File: src/rtl/alu_pkg.sv
`default_nettype none
// ============================================================================
// Module   : alu_pkg
// Purpose  : ALUControl code constants and execute-stage state encoding.
// Revision : 1.0
// ============================================================================
package alu_pkg;

   localparam int ALU_CODE_WIDTH = 3;

   localparam logic [ALU_CODE_WIDTH-1:0] ALU_ADD = 3'b000;
   localparam logic [ALU_CODE_WIDTH-1:0] ALU_SUB = 3'b001;
   localparam logic [ALU_CODE_WIDTH-1:0] ALU_AND = 3'b010;
   localparam logic [ALU_CODE_WIDTH-1:0] ALU_OR  = 3'b011;
   localparam logic [ALU_CODE_WIDTH-1:0] ALU_SLT = 3'b101;

   typedef enum logic [0:0] {
      ST_EMPTY = 1'b0,
      ST_FULL  = 1'b1
   } stage_state_e;

endpackage
`default_nettype wire

File: src/rtl/execute_stage_if.sv
`default_nettype none
// ============================================================================
// Module   : execute_stage_if
// Purpose  : Upstream/downstream handshake and payload bundle of the execute stage.
// Revision : 1.0
// ============================================================================
interface execute_stage_if #(
   parameter int DATA_WIDTH     = 32,
   parameter int ALU_CTRL_WIDTH = 3,
   parameter int REG_ADDR_WIDTH = 5
);
   logic                      in_valid;
   logic                      in_ready;
   logic [ALU_CTRL_WIDTH-1:0] ALUControl;
   logic [DATA_WIDTH-1:0]     src_a;
   logic [DATA_WIDTH-1:0]     src_b;
   logic [REG_ADDR_WIDTH-1:0] rd;
   logic                      reg_write;
   logic                      flush;
   logic                      out_valid;
   logic                      out_ready;
   logic [DATA_WIDTH-1:0]     alu_result;
   logic                      zero;
   logic [REG_ADDR_WIDTH-1:0] out_rd;
   logic                      out_reg_write;

   modport master (
      output in_valid, ALUControl, src_a, src_b, rd, reg_write, flush, out_ready,
      input  in_ready, out_valid, alu_result, zero, out_rd, out_reg_write
   );

   modport slave (
      input  in_valid, ALUControl, src_a, src_b, rd, reg_write, flush, out_ready,
      output in_ready, out_valid, alu_result, zero, out_rd, out_reg_write
   );
endinterface
`default_nettype wire

File: src/rtl/alu.sv
`default_nettype none
// ============================================================================
// Module   : alu
// Purpose  : Combinational ALU; unlisted codes fall back to add.
// Revision : 1.0
// ============================================================================
module alu
   import alu_pkg::*;
#(
   parameter int DATA_WIDTH     = 32,
   parameter int ALU_CTRL_WIDTH = 3
) (
   input  logic [DATA_WIDTH-1:0]     src_a,
   input  logic [DATA_WIDTH-1:0]     src_b,
   input  logic [ALU_CTRL_WIDTH-1:0] ALUControl,
   output logic [DATA_WIDTH-1:0]     result
);

   logic w_less;

   assign w_less = $signed(src_a) < $signed(src_b);

   always_comb begin
      result = src_a + src_b;
      case (ALUControl)
         ALU_CTRL_WIDTH'(ALU_SUB): result = src_a - src_b;
         ALU_CTRL_WIDTH'(ALU_AND): result = src_a & src_b;
         ALU_CTRL_WIDTH'(ALU_OR):  result = src_a | src_b;
         ALU_CTRL_WIDTH'(ALU_SLT): result = {{(DATA_WIDTH-1){1'b0}}, w_less};
         default:                  result = src_a + src_b;
      endcase
   end

endmodule
`default_nettype wire

File: src/rtl/execute_stage.sv
`default_nettype none
// ============================================================================
// Module   : execute_stage
// Purpose  : Single-entry registered execute stage with valid/ready handshake.
// Revision : 1.0
// ============================================================================
module execute_stage
   import alu_pkg::*;
#(
   parameter int DATA_WIDTH     = 32,
   parameter int ALU_CTRL_WIDTH = 3,
   parameter int REG_ADDR_WIDTH = 5
) (
   input  logic           clk,
   input  logic           rst,
   execute_stage_if.slave bus
);

   stage_state_e              r_state;
   stage_state_e              w_state_next;
   logic [DATA_WIDTH-1:0]     w_alu_out;
   logic                      w_in_ready;
   logic                      w_accept;
   logic [DATA_WIDTH-1:0]     r_alu_result;
   logic                      r_zero;
   logic [REG_ADDR_WIDTH-1:0] r_out_rd;
   logic                      r_out_reg_write;

   alu #(
      .DATA_WIDTH     (DATA_WIDTH),
      .ALU_CTRL_WIDTH (ALU_CTRL_WIDTH)
   ) u_alu (
      .src_a      (bus.src_a),
      .src_b      (bus.src_b),
      .ALUControl (bus.ALUControl),
      .result     (w_alu_out)
   );

   assign w_in_ready = ((r_state == ST_EMPTY) || bus.out_ready) && !bus.flush;
   assign w_accept   = bus.in_valid && w_in_ready;

   always_ff @(posedge clk) begin
      if (rst) begin
         r_state <= ST_EMPTY;
      end else begin
         r_state <= w_state_next;
      end
   end

   // flush dominates; an accept while FULL keeps the stage FULL (consume+replace)
   always_comb begin
      w_state_next = r_state;
      case (r_state)
         ST_EMPTY: if (w_accept) w_state_next = ST_FULL;
         ST_FULL: begin
            if (bus.flush)          w_state_next = ST_EMPTY;
            else if (w_accept)      w_state_next = ST_FULL;
            else if (bus.out_ready) w_state_next = ST_EMPTY;
         end
         default: w_state_next = ST_EMPTY;
      endcase
   end

   always_ff @(posedge clk) begin
      if (rst) begin
         r_alu_result    <= '0;
         r_zero          <= 1'b0;
         r_out_rd        <= '0;
         r_out_reg_write <= 1'b0;
      end else if (bus.flush) begin
         r_out_reg_write <= 1'b0;
      end else if (w_accept) begin
         r_alu_result    <= w_alu_out;
         r_zero          <= (w_alu_out == '0);
         r_out_rd        <= bus.rd;
         r_out_reg_write <= bus.reg_write;
      end
   end

   assign bus.in_ready      = w_in_ready;
   assign bus.out_valid     = (r_state == ST_FULL);
   assign bus.alu_result    = r_alu_result;
   assign bus.zero          = r_zero;
   assign bus.out_rd        = r_out_rd;
   assign bus.out_reg_write = r_out_reg_write;

endmodule
`default_nettype wire

File: src/flat_wrapper.sv
// flat-port wrapper written by rule: the top's interface ports become plain ports
module execute_stage_flat import alu_pkg::*;
#(
   parameter int DATA_WIDTH     = 32,
   parameter int ALU_CTRL_WIDTH = 3,
   parameter int REG_ADDR_WIDTH = 5
)
  (clk, rst, bus_in_valid, bus_ALUControl, bus_src_a, bus_src_b, bus_rd, bus_reg_write, bus_flush, bus_out_ready, bus_in_ready, bus_out_valid, bus_alu_result, bus_zero, bus_out_rd, bus_out_reg_write);
  execute_stage_if #(.DATA_WIDTH(DATA_WIDTH), .ALU_CTRL_WIDTH(ALU_CTRL_WIDTH), .REG_ADDR_WIDTH(REG_ADDR_WIDTH)) bus_i ();
  input  logic clk;
  input  logic rst;
  input wire logic [$bits(bus_i.in_valid)-1:0] bus_in_valid;
  input wire logic [$bits(bus_i.ALUControl)-1:0] bus_ALUControl;
  input wire logic [$bits(bus_i.src_a)-1:0] bus_src_a;
  input wire logic [$bits(bus_i.src_b)-1:0] bus_src_b;
  input wire logic [$bits(bus_i.rd)-1:0] bus_rd;
  input wire logic [$bits(bus_i.reg_write)-1:0] bus_reg_write;
  input wire logic [$bits(bus_i.flush)-1:0] bus_flush;
  input wire logic [$bits(bus_i.out_ready)-1:0] bus_out_ready;
  output wire logic [$bits(bus_i.in_ready)-1:0] bus_in_ready;
  output wire logic [$bits(bus_i.out_valid)-1:0] bus_out_valid;
  output wire logic [$bits(bus_i.alu_result)-1:0] bus_alu_result;
  output wire logic [$bits(bus_i.zero)-1:0] bus_zero;
  output wire logic [$bits(bus_i.out_rd)-1:0] bus_out_rd;
  output wire logic [$bits(bus_i.out_reg_write)-1:0] bus_out_reg_write;
  assign bus_i.in_valid = bus_in_valid;
  assign bus_i.ALUControl = bus_ALUControl;
  assign bus_i.src_a = bus_src_a;
  assign bus_i.src_b = bus_src_b;
  assign bus_i.rd = bus_rd;
  assign bus_i.reg_write = bus_reg_write;
  assign bus_i.flush = bus_flush;
  assign bus_i.out_ready = bus_out_ready;
  assign bus_in_ready = bus_i.in_ready;
  assign bus_out_valid = bus_i.out_valid;
  assign bus_alu_result = bus_i.alu_result;
  assign bus_zero = bus_i.zero;
  assign bus_out_rd = bus_i.out_rd;
  assign bus_out_reg_write = bus_i.out_reg_write;
  execute_stage #(.DATA_WIDTH(DATA_WIDTH), .ALU_CTRL_WIDTH(ALU_CTRL_WIDTH), .REG_ADDR_WIDTH(REG_ADDR_WIDTH)) u_core (.clk(clk), .rst(rst), .bus(bus_i));
endmodule
File: config.mk
export PLATFORM = sky130hd
export DESIGN_NAME = execute_stage_flat
export DESIGN_NICKNAME = d
export VERILOG_FILES = /design/src/rtl/alu_pkg.sv /design/src/rtl/execute_stage_if.sv /design/src/rtl/alu.sv /design/src/rtl/execute_stage.sv /design/src/flat_wrapper.sv
export SDC_FILE = /design/constraint.sdc
export NUM_CORES = 1
export LEC_CHECK = 0
export ABC_AREA = 0
export CAP_MARGIN = 10
export CORE_AREA = 5 5 160 85
export DETAILED_ROUTE_END_ITERATION = 12
export DIE_AREA = 0 0 165 90
export MAX_ROUTING_LAYER = met4
export PLACE_DENSITY_LB_ADDON = 0.15
export SYNTH_ARGS = -nofsm -noshare
export SYNTH_HDL_FRONTEND = slang
export SYNTH_HIERARCHICAL = 1
export SYNTH_SLANG_ARGS = --single-unit
export TNS_END_PERCENT = 50
File: constraint.sdc
create_clock -name clk -period 9.3 [get_ports clk]
set_clock_uncertainty 0.1 [all_clocks]
set_input_delay 1.395 -clock clk [delete_from_list [all_inputs] [get_ports clk]]
set_output_delay 1.395 -clock clk [all_outputs]
set_load 0.005 [all_outputs]
==> results.txt, run 1 <==
status: finished, final reports clean
Ys Warns: 6
buffer count from post-CTS setup fixing: 0
register area: 801 um^2
PD cells: 107 nW/um^2
Longest Clk Path Bufs: 2
layout cells sized above 1: 3.94%
worst r2r path cells: 4
Comb pwr share: 52.0%
Pins Over Slew Limit: 0
total track usage: 32.3%
Most common cell on crit path: a31oi_1
Routability Congestion: 1.06
synthesized-area fraction occupied by xor and xnor cells: 0.528%
Setup TNS: 0 ns
CP Depth: 15
total grt overflow: 0
CTS sink cnt: 40
CP endpoint kind: flop
ranking of synthesized cells by area: ha_1, dfxtp_1, a21oi_1
Final Setup Violations: 0
Max stage delay on crit path: 0.67 ns
Filler cells: 1142
RSZ-0062 raised after global routing: no
max cap viols: 0
die area: 14900 um^2
Cell variety after synth: 76
Slew @ Worst Pin: 1.11 ns
register area share after synthesis: 12.1%
kind of start point of the critical path: primary input
worst vdd ir: 0.0000959 V
post-synthesis adder-cell area fraction: 18.7%
met2 routed WL: 8720 um
detailed-route wire length: 24300 um
post-route ant nets: 0
syn nets: 1191
Die H: 90 um
Critical Path Fanout Max: 5
first-pass GRT wire length: 37900 um
mux contribution to synthesized area: 0.905%
initial antenna violation count: 0
post-synthesis simple-gate area fraction: 23.1%
IO buf count: 118
dpl hpwl: 19200 um
DR WL/cell: 19.3 um
Syn Inst Count: 1015
vias in the first global route: 6746
DR vias/cell: 6.16
I/O Pins: 119
Int Pwr: 0.000505 W
cell with the most instances after synthesis: nand2_1
multi-input logic area: 5100 um^2
CP top delay family: compound AO/OA/AOI/OAI gates
WHS Path Cells: 2
Crit path buffers/inverters: 2
metal3 WL: 3760 um
row count: 29
Critical Path RT: 9.40 ns
Mean Syn Cell Area: 6.54 um^2
Crit Path Category: primary input to flop
Tcrit/Tclk final: 62.2%
Synth Area in Compound Gates: 33.5%
core area: 12200 um^2
FFs w/ async S/R, synth: 0%
part of the power in registers: 22.0%
pin count of the biggest net entering global routing: 48
Iteration-0 DRC Markers: 1123
cell area after layout: 8000 um^2
slowest CP cell: nor4_1
Synth Register Bits: 40
Hold/Removal Path Class: flop to flop
Pleak: 3.52 nW
Root Buffer: clkbuf_16
area leader, netlist: ha_1
Hold Fails Final Rpt: 0
Post-synth EDFFs: 0
clk_lat worst skew: 0.28 ns
Routed met1 length: 11600 um
share of the synthesized area in the top cell type: 18.1%
sw frac: 40.8%
clock power share: 26.0%
Worst EP arrival: 5.89 ns
Mapped Area: 6640 um^2
largest family of logic cells by synthesized area: compound AO/OA/AOI/OAI gates
Post-CTS Resized: 0
initial core utilization: 54.4%
TritonCTS clock tree: yes
DRC Markers: 0
Worst-path clk slew: 0.06 ns
Critical Path, Cell by Cell: clkdlybuf4s50_1 > ha_1 > inv_1 > fa_1 > nor2b_1 > o2111ai_1 > a21oi_1 > o211ai_1 > a31oi_1 > a31oi_1 > nor3_1 > and3b_1 > nor4_1 > nand4_1 > o31ai_2
chip width: 165 um
commonest cells in the netlist: nand2_1, a21oi_1, inv_1, ha_1, nor2_1
Layout Utilization: 65.6%
Placed Area: 7810 um^2
drt pass-1 iters: 6
switching power: 0.000348 W
ys flop type: dfxtp_1
CTS buffer count: 5
Rel. slew slack: 25.8%
maximum clock frequency: 173 MHz
fin crit period: 5.79 ns
total number of vias: 7767
Top Metal Used: met4
Hold Buf Count CTS: 0
Inserted Diodes: 0
synthesis-to-finish area growth: 20.5%
htree depth: 2
nets: 1266
final cells by class:
class                           instances  share of cell area (%)
Sequential cell                        40                    10.0
Timing Repair Buffer                  126                    15.5
Tap cell                              170                    2.66
Inverter                              123                    5.77
Clock buffer                            5                    1.56
Clock inverter                          2                   0.751
Multi-Input combinational cell        794                    63.7
power groups by stage:
stage	clock [W]	combinational [W]	sequential, W
after floorplan	0	0.000272	0.000192
after global placement	0	0.000424	0.000191
after detailed placement	0	0.000423	0.000191
after CTS	0.000223	0.000426	0.000188
after global routing	0.000234	0.000477	0.000189
final	0.000222	0.000444	0.000188
metal layers:
metal | vias to the layer above | global-route usage [%]
li1 | 3700 | -
met1 | 3504 | 50.6
met2 | 542 | 39.2
met3 | 21 | 11.6
met4 | 0 | 3.67
met5 | - | -
path summary, 6_finish.rpt:
path                                                from                                      to  slack, ns
setup reg to reg         u_core/bus.out_valid$_SDFF_PP0_   u_core/bus.alu_result[9]$_SDFFE_PP0P_       7.77
setup / recovery                            bus_src_b[0]            u_core/bus.zero$_SDFFE_PP0P_       3.51
hold reg to reg   u_core/bus.alu_result[12]$_SDFFE_PP0P_  u_core/bus.alu_result[12]$_SDFFE_PP0P_       0.35
hold / removal    u_core/bus.alu_result[12]$_SDFFE_PP0P_  u_core/bus.alu_result[12]$_SDFFE_PP0P_       0.35
through the flow:
| step | hold slack (ns) | setup WS (ns) | cells | power [W] |
|---|---|---|---|---|
| 5_1_grt | 0.373 | 3.47 | 1260 | 0.000900 |
| 3_5_place_dp | 0.346 | 3.63 | 1253 | 0.000615 |
| 4_1_cts | 0.355 | 3.91 | 1260 | 0.000837 |
| 6_report | 0.351 | 3.51 | 1260 | 0.000854 |
| 2_1_floorplan | 0.353 | 4.57 | 1015 | 0.000463 |
| 3_3_place_gp | 0.343 | 3.50 | 1253 | 0.000615 |
worst register-to-register path, stage by stage, from the launching register on:
cell and delay, ns:
dfxtp_1 0.32, nand2b_1 0.10, and3_4 0.50, nand2_1 0.26
a21oi_1 0.18
sequential cells by signal, indices dropped and copies added (netlist names):
signal	count
u_core/bus.out_reg_write	1
u_core/bus.zero	1
u_core/bus.out_valid	1
u_core/bus.alu_result	32
u_core/bus.out_rd	5
cells by family (layout without fill, tap and decap cells):
group	after synthesis	in the layout
XOR/XNOR	4	4
buffers and inverters	181	256
AND/OR/NAND/NOR	334	334
flip-flops	40	40
adder cells (fa/ha/maj)	98	98
multiplexers	6	6
AO/OA/AOI/OAI	352	352
layout by cell type (no fill, tap or decap), types with 20 or more instances in the layout:
cell type and count:
nand2_1 135, clkdlybuf4s50_1 118, ha_1 96, a21oi_1 127, inv_1 119, o21ai_0 67, dfxtp_1 40, nand3_1 20
nor3_1 26, o22ai_1 25, nor2_1 79
Power figures use the tool's default switching activity.
==> inputs of run 2 (changes only) <==
Settings changed: CORE_AREA 5 5 160 85 to 5 5 162 86, DIE_AREA 0 0 165 90 to 0 0 167 91.
Clock period 9.3 ns to 5.9 ns, I/O delays scaled along.
==> run 2 against run 1 <==
Flip-flop and latch count unchanged. Routed wire length increased by 4.2%. Via count increased by 1.7%.
==> results.txt, run 2 (synthesis gave the netlist of run 1 again) <==
status: finished, final reports clean
maximum clock frequency: 192 MHz
drt pass-1 iters: 6
worst r2r path cells: 4
Hold Fails Final Rpt: 0
Longest Clk Path Bufs: 2
Largest register FFs: 32
I/O Pins: 119
clk_lat worst skew: 0.29 ns
Critical Path Fanout Max: 8
RSZ-0062 raised after global routing: no
Routability Congestion: 1.08
die area: 15200 um^2
most common cell after layout, fill and taps aside: nand2_1
max cap viols: 0
detailed-route wire length: 25300 um
layout cells sized above 1: 5.07%
synthesis-to-finish area growth: 21.7%
Routed met1 length: 11900 um
worst vdd ir: 0.000183 V
met2 routed WL: 8800 um
dpl hpwl: 20300 um
fin crit period: 5.20 ns
Inserted Diodes: 0
Placed Area: 7910 um^2
PD cells: 164 nW/um^2
initial antenna violation count: 0
total number of vias: 7897
row count: 29
initial core utilization: 53.6%
IO buf count: 118
multi-input logic area: 5100 um^2
Crit Path Category: primary input to flop
Rel. slew slack: 40.8%
core area: 12400 um^2
Root Buffer: clkbuf_16
Hold/Removal Path Class: flop to flop
kind of start point of the critical path: primary input
WHS Path Cells: 2
Post-Layout Cell Count: 1274
CP endpoint kind: flop
Pins Over Slew Limit: 0
placed cell count: 1266
Pleak: 3.58 nW
buffer count from post-CTS setup fixing: 0
vias in the first global route: 7020
DR vias/cell: 6.20
TritonCTS clock tree: yes
chip width: 167 um
Hold Buf Count CTS: 0
post-route ant nets: 0
Die H: 91 um
total track usage: 32.9%
Final Setup Violations: 0
Post-CTS Resized: 0
Worst-path clk slew: 0.06 ns
DRC Markers: 0
Setup TNS: 0 ns
CTS buffer count: 5
Filler cells: 1169
Top Metal Used: met4
nets: 1279
Iteration-0 DRC Markers: 1348
Tcrit/Tclk final: 88.1%
first-pass GRT wire length: 39600 um
pin count of the biggest net entering global routing: 42
Worst EP arrival: 5.30 ns
CTS sink cnt: 40
metal3 WL: 4100 um
WHS: 0.355 ns
htree depth: 2
total grt overflow: 0
DR WL/cell: 19.9 um
Layout Utilization: 65.3%
most frequent cells in the layout: nand2_1, a21oi_1, inv_1
Critical Path RT: 6.00 ns
Slew @ Worst Pin: 0.886 ns
cell area after layout: 8070 um^2
register area: 801 um^2
## run 2: critical path, cell delays in order
cell             delay (ns)
clkdlybuf4s50_1        0.51
inv_1                  0.06
ha_1                   0.41
a21oi_1                0.21
a211oi_1               0.13
o21ai_0                0.55
a21oi_1                0.26
nor2b_1                0.27
o21ai_1                0.16
o2bb2ai_1              0.16
o21ai_0                0.42
o21ai_0                0.33
nor4_1                 0.46
nand4_1                0.22
o31ai_2                0.25
## run 2: through the flow
stage,worst slack [ns],power (W)
after floorplan,1.68,0.000731
after global placement,0.624,0.000986
after detailed placement,0.602,0.000985
after CTS,0.886,0.00130
after global routing,0.521,0.00140
final,0.704,0.00133
## run 2: power by group
part,internal (W),switching [W],leakage (nW)
logic,0.000278,0.000441,3.17
registers,0.000287,0.00000917,0.326
clock network,0.000199,0.000112,0.0808
total,0.000764,0.000562,3.58
## run 2: final cells by class
type / count / share of cell area, %
clock buffers: 6 / 1.60
clock inverters: 2 / 0.434
flip-flops and latches: 40 / 9.92
inverters: 123 / 5.72
well taps: 170 / 2.63
multi-input cells: 794 / 63.1
repair buffers: 139 / 16.6
## run 2: worst paths after layout
path / endpoint / slack, ns / startpoint
worst min-delay path: u_core/bus.alu_result[30]$_SDFFE_PP0P_ / 0.35 / u_core/bus.alu_result[30]$_SDFFE_PP0P_
worst min register to register: u_core/bus.alu_result[30]$_SDFFE_PP0P_ / 0.35 / u_core/bus.alu_result[30]$_SDFFE_PP0P_
worst max-delay path: u_core/bus.zero$_SDFFE_PP0P_ / 0.70 / bus_src_a[2]
worst max register to register: u_core/bus.alu_result[9]$_SDFFE_PP0P_ / 4.33 / u_core/bus.out_valid$_SDFF_PP0_
## run 2: layer usage
metal  track usage (%)  vias up
li1                  -     3724
met1              50.7     3546
met2              39.1      575
met3              12.6       52
met4              5.58        0
met5                 -        -
==> edit 1 (config.mk and constraints of run 2) <==
`DATA_WIDTH` is set to 32 in 4 places; all go to 36.
--- a/src/rtl/execute_stage_if.sv
+++ b/src/rtl/execute_stage_if.sv
@@ -7,3 +7,3 @@
 interface execute_stage_if #(
-   parameter int DATA_WIDTH     = 32,
+   parameter int DATA_WIDTH     = 36,
    parameter int ALU_CTRL_WIDTH = 3,
--- a/src/rtl/alu.sv
+++ b/src/rtl/alu.sv
@@ -9,3 +9,3 @@
 #(
-   parameter int DATA_WIDTH     = 32,
+   parameter int DATA_WIDTH     = 36,
    parameter int ALU_CTRL_WIDTH = 3
--- a/src/rtl/execute_stage.sv
+++ b/src/rtl/execute_stage.sv
@@ -9,3 +9,3 @@
 #(
-   parameter int DATA_WIDTH     = 32,
+   parameter int DATA_WIDTH     = 36,
    parameter int ALU_CTRL_WIDTH = 3,
--- a/src/flat_wrapper.sv
+++ b/src/flat_wrapper.sv
@@ -3,3 +3,3 @@
 #(
-   parameter int DATA_WIDTH     = 32,
+   parameter int DATA_WIDTH     = 36,
    parameter int ALU_CTRL_WIDTH = 3,
Ports: changed (resized bus_alu_result, bus_src_a and bus_src_b); port bits go from 119 to 131. No check against the original RTL was run, so the function may have changed too.
==> edit 1 against run 2 <==
  * Sequential cell count rose by 4
  * Sequential share of layout area fell by 0.27 points
  * Register-to-register slack got worse by 0.26 ns
  * Design area rose by 13%
  * Non-clock buffer count rose by 7
  * Setup slack improved by 0.40 ns
  * Wire length rose by 17%
  * Fmax rose by 8.3%
  * Clock power fell by 16%
  * Cell count rose by 10%
  * Power rose by 9.1%
  * Sequential power rose by 10%
  * Synthesized area rose by 16%
==> edit 1: results (changes against run 2) <==
- Placed cell area: 0.00899 sq mm (was 0.00791 sq mm)
- Avg WL per Cell: 21.0 um (was 19.9 um)
- Reg-to-reg slack, setup: 4.07 ns (was 4.33 ns)
- Largest net degree at the start of global routing: 46 (was 42)
- Layout cells sized above 1: 0.0673 (was 0.0507)
- Largest stage delay, worst path: 0.50 ns (was 0.55 ns)
- Hold_sp: u_core/bus.out_rd[1] (was u_core/bus.alu_result[30])
- Mapped Cells: 1146 (was 1015)
- Post-synthesis xor/xnor area fraction: 0.00455 (was 0.00528)
- Post-synthesis sequential area ratio: 0.114 (was 0.121)
- Critical-path maximum fanout: 4 (was 8)
- HPWL after DPL: 23200 um (was 20300 um)
- Synth top cells by count: inv_1 (144), a21oi_1 (141), nand2_1 (131) (was nand2_1 (135), a21oi_1 (127), inv_1 (119))
- Critical Path Start: bus_src_a[0] (was bus_src_a[2])
- Netlist cell types: 90 (was 76)
- Final Hold Slack: 0.356 ns (was 0.355 ns)
- Placed cell count: 1397 (was 1266)
- M2 GR Usage: 0.476 (was 0.391)
- Port Buffers: 130 (was 118)
- Status: complete, no violations (unchanged)
- Syn Nets: 1342 (was 1191)
- Compound-cell area share of the yosys netlist: 0.371 (was 0.335)
- Initial drt markers: 1437 (was 1348)
- Peak VDD IR: 0.000209 V (was 0.000183 V)
- Overall Global Routing Usage: 0.377 (was 0.329)
- Tightest Pin Transition: 1.05 ns (was 0.886 ns)
- Adder-cell share of the synthesized area: 0.181 (was 0.187)
- Sw power: 0.000656 W (was 0.000562 W)
- Mux contribution to synthesized area: 0.00910 (was 0.00905)
- Max reg flops: 36 (was 32)
- Slack of the critical path: 1.10 ns (was 0.704 ns)
- Clk. pwr: 0.000262 W (was 0.000311 W)
- Sw Share: 0.453 (was 0.424)
- Routability cong.: 1.10 (was 1.08)
- First-pass GRT wire length: 45300 um (was 39600 um)
- Post-place setup slack: 0.899 ns (was 0.602 ns)
-- edit 1: cell count changes after synthesis, moves of 10 or more --
cell / run 2 / this run
nand3_1: 20 / 10
ha_1: 96 / 108
a21oi_2: 1 / 26
nor2_1: 79 / 91
a21oi_1: 127 / 141
inv_1: 119 / 144
nand4_1: 4 / 17
o21bai_1: 6 / 21
-- edit 1: routing by layer --
layer | share of wire | up-vias
met1 | 0.43 | 4313
met2 | 0.36 | 797
met4 | 0.018 | 0
met3 | 0.19 | 68
met5 | 0 | -
li1 | - | 4218
-- edit 1: cell type report --
| cell class | count | area (sq um) | area share |
|---|---|---|---|
| Timing Repair Buffer | 146 | 1420 | 0.155 |
| Multi-Input combinational cell | 887 | 5920 | 0.649 |
| Sequential cell | 44 | 881 | 0.0965 |
| Clock buffer | 6 | 129 | 0.0141 |
| Tap cell | 170 | 213 | 0.0233 |
| Clock inverter | 1 | 5.00 | 0.000548 |
| Inverter | 150 | 563 | 0.0617 |
==> edit 2 (settings of run 2) <==
Without the edit above. Remove the case item `ALU_CTRL_WIDTH'(ALU_SUB)` of the case on `ALUControl`.
--- a/src/rtl/alu.sv
+++ b/src/rtl/alu.sv
@@ -25,3 +25,2 @@
       case (ALUControl)
-         ALU_CTRL_WIDTH'(ALU_SUB): result = src_a - src_b;
          ALU_CTRL_WIDTH'(ALU_AND): result = src_a & src_b;
Check against the original RTL: not equivalent (a bounded check fails within 4 cycles, from zero or initial values and one cycle with rst high).
==> edit 2 against run 2 <==
  * Non-clock buffer count decreased by 11
  * Global-route usage decreased by 10 points
  * Setup slack improved by 0.44 ns
  * Synthesized area fell by 20%
  * Power shrank 17%
  * Design area fell by 17%
  * Wire length is 30% lower
  * Sequential power about the same
  * Sequential share of layout area grew 2.1 points
  * Sequential cell count is the same
  * Critical path type unchanged
  * Critical endpoint unchanged
==> edit 2: results (changes against run 2) <==
- Slowest cell on crit path: clkdlybuf4s50_1 (was o21ai_0)
- Avg WL per Cell: 17.5 um (was 19.9 um)
- Largest stage delay, worst path: 0.51 ns (was 0.55 ns)
- Leak pwr: 2.99 nW (was 3.58 nW)
- P&R area growth vs syn: 26.3% (was 21.7%)
- Slack of the critical path: 1.14 ns (was 0.704 ns)
- Syn avg cell area: 7.04 sq um (was 6.54 sq um)
- Routing usage on met1: 0.368 (was 0.507)
- Sw Share: 0.384 (was 0.424)
- Hold endpoint: u_core/bus.out_rd[3] (was u_core/bus.alu_result[30])
- Hold_sp: u_core/bus.out_rd[3] (was u_core/bus.alu_result[30])
- Via density: 5.56 (was 6.20)
- FILL cells: 1211 (was 1169)
- HPWL after DPL: 14300 um (was 20300 um)
- Met1 Wirelength: 9530 um (was 11900 um)
- Multi-input combinational area share: 0.592 (was 0.631)
- Overall Global Routing Usage: 0.228 (was 0.329)
- Reg-to-reg slack, setup: 4.45 ns (was 4.33 ns)
- Status: complete, no violations (unchanged)
- Critical R2R Capture: u_core/bus.zero (was u_core/bus.alu_result[9])
- Sequential share of cell area: 0.120 (was 0.0992)
- Met3 usage: 0.0456 (was 0.126)
- Final Hold Slack: 0.353 ns (was 0.355 ns)
- 1st-pass router iterations: 5 (was 6)
- Placed cell area: 0.00654 sq mm (was 0.00791 sq mm)
- Signal buffers: 128 (was 139)
- Post-synthesis sequential area ratio: 0.152 (was 0.121)
- Clock buf/inv share: 0.0201 (was 0.0203)
- Post-place setup slack: 1.01 ns (was 0.602 ns)
- Multi-In Gates: 580 (was 794)
- Synth area leaders: ha_1 (23%), dfxtp_1 (15%), a21oi_1 (11%) (was ha_1 (18%), dfxtp_1 (12%), a21oi_1 (9.6%))
- Syn Nets: 925 (was 1191)
- Routability cong.: 0.922 (was 1.08)
- WL met2: 6400 um (was 8800 um)
- Vias in the first global route: 5154 (was 7020)
- Synth top cells by count: a21oi_1 (120), nand2_1 (111), ha_1 (96) (was nand2_1 (135), a21oi_1 (127), inv_1 (119))
- Drt total wl: 17700 um (was 25300 um)
- Initial drt markers: 619 (was 1348)
- Skew-Pair Late Insertion Delay: 0.27 ns (was 0.29 ns)
- Peak VDD IR: 0.000126 V (was 0.000183 V)
[edit 2: power by group through the flow]
stage | Sequential [W] | Combinational, W | Clock, W
global route | 0.000299 | 0.000602 | 0.000268
CTS | 0.000297 | 0.000542 | 0.000253
floorplan | 0.000302 | 0.000340 | 0
global placement | 0.000303 | 0.000534 | 0
finish | 0.000297 | 0.000554 | 0.000249
detailed placement | 0.000303 | 0.000538 | 0
[edit 2: cell families (layout without fill, tap and decap cells)]
| logic type | count (synthesis) | count (layout) | synth area share |
|---|---|---|---|
| XOR/XNOR | 26 | 26 | 0.0431 |
| flip-flops | 40 | 40 | 0.152 |
| multiplexers | 6 | 6 | 0.0121 |
| buffers and inverters | 130 | 221 | 0.101 |
| AO/OA/AOI/OAI | 231 | 231 | 0.277 |
| AND/OR/NAND/NOR | 220 | 220 | 0.184 |
| adder cells (fa/ha/maj) | 97 | 97 | 0.231 |
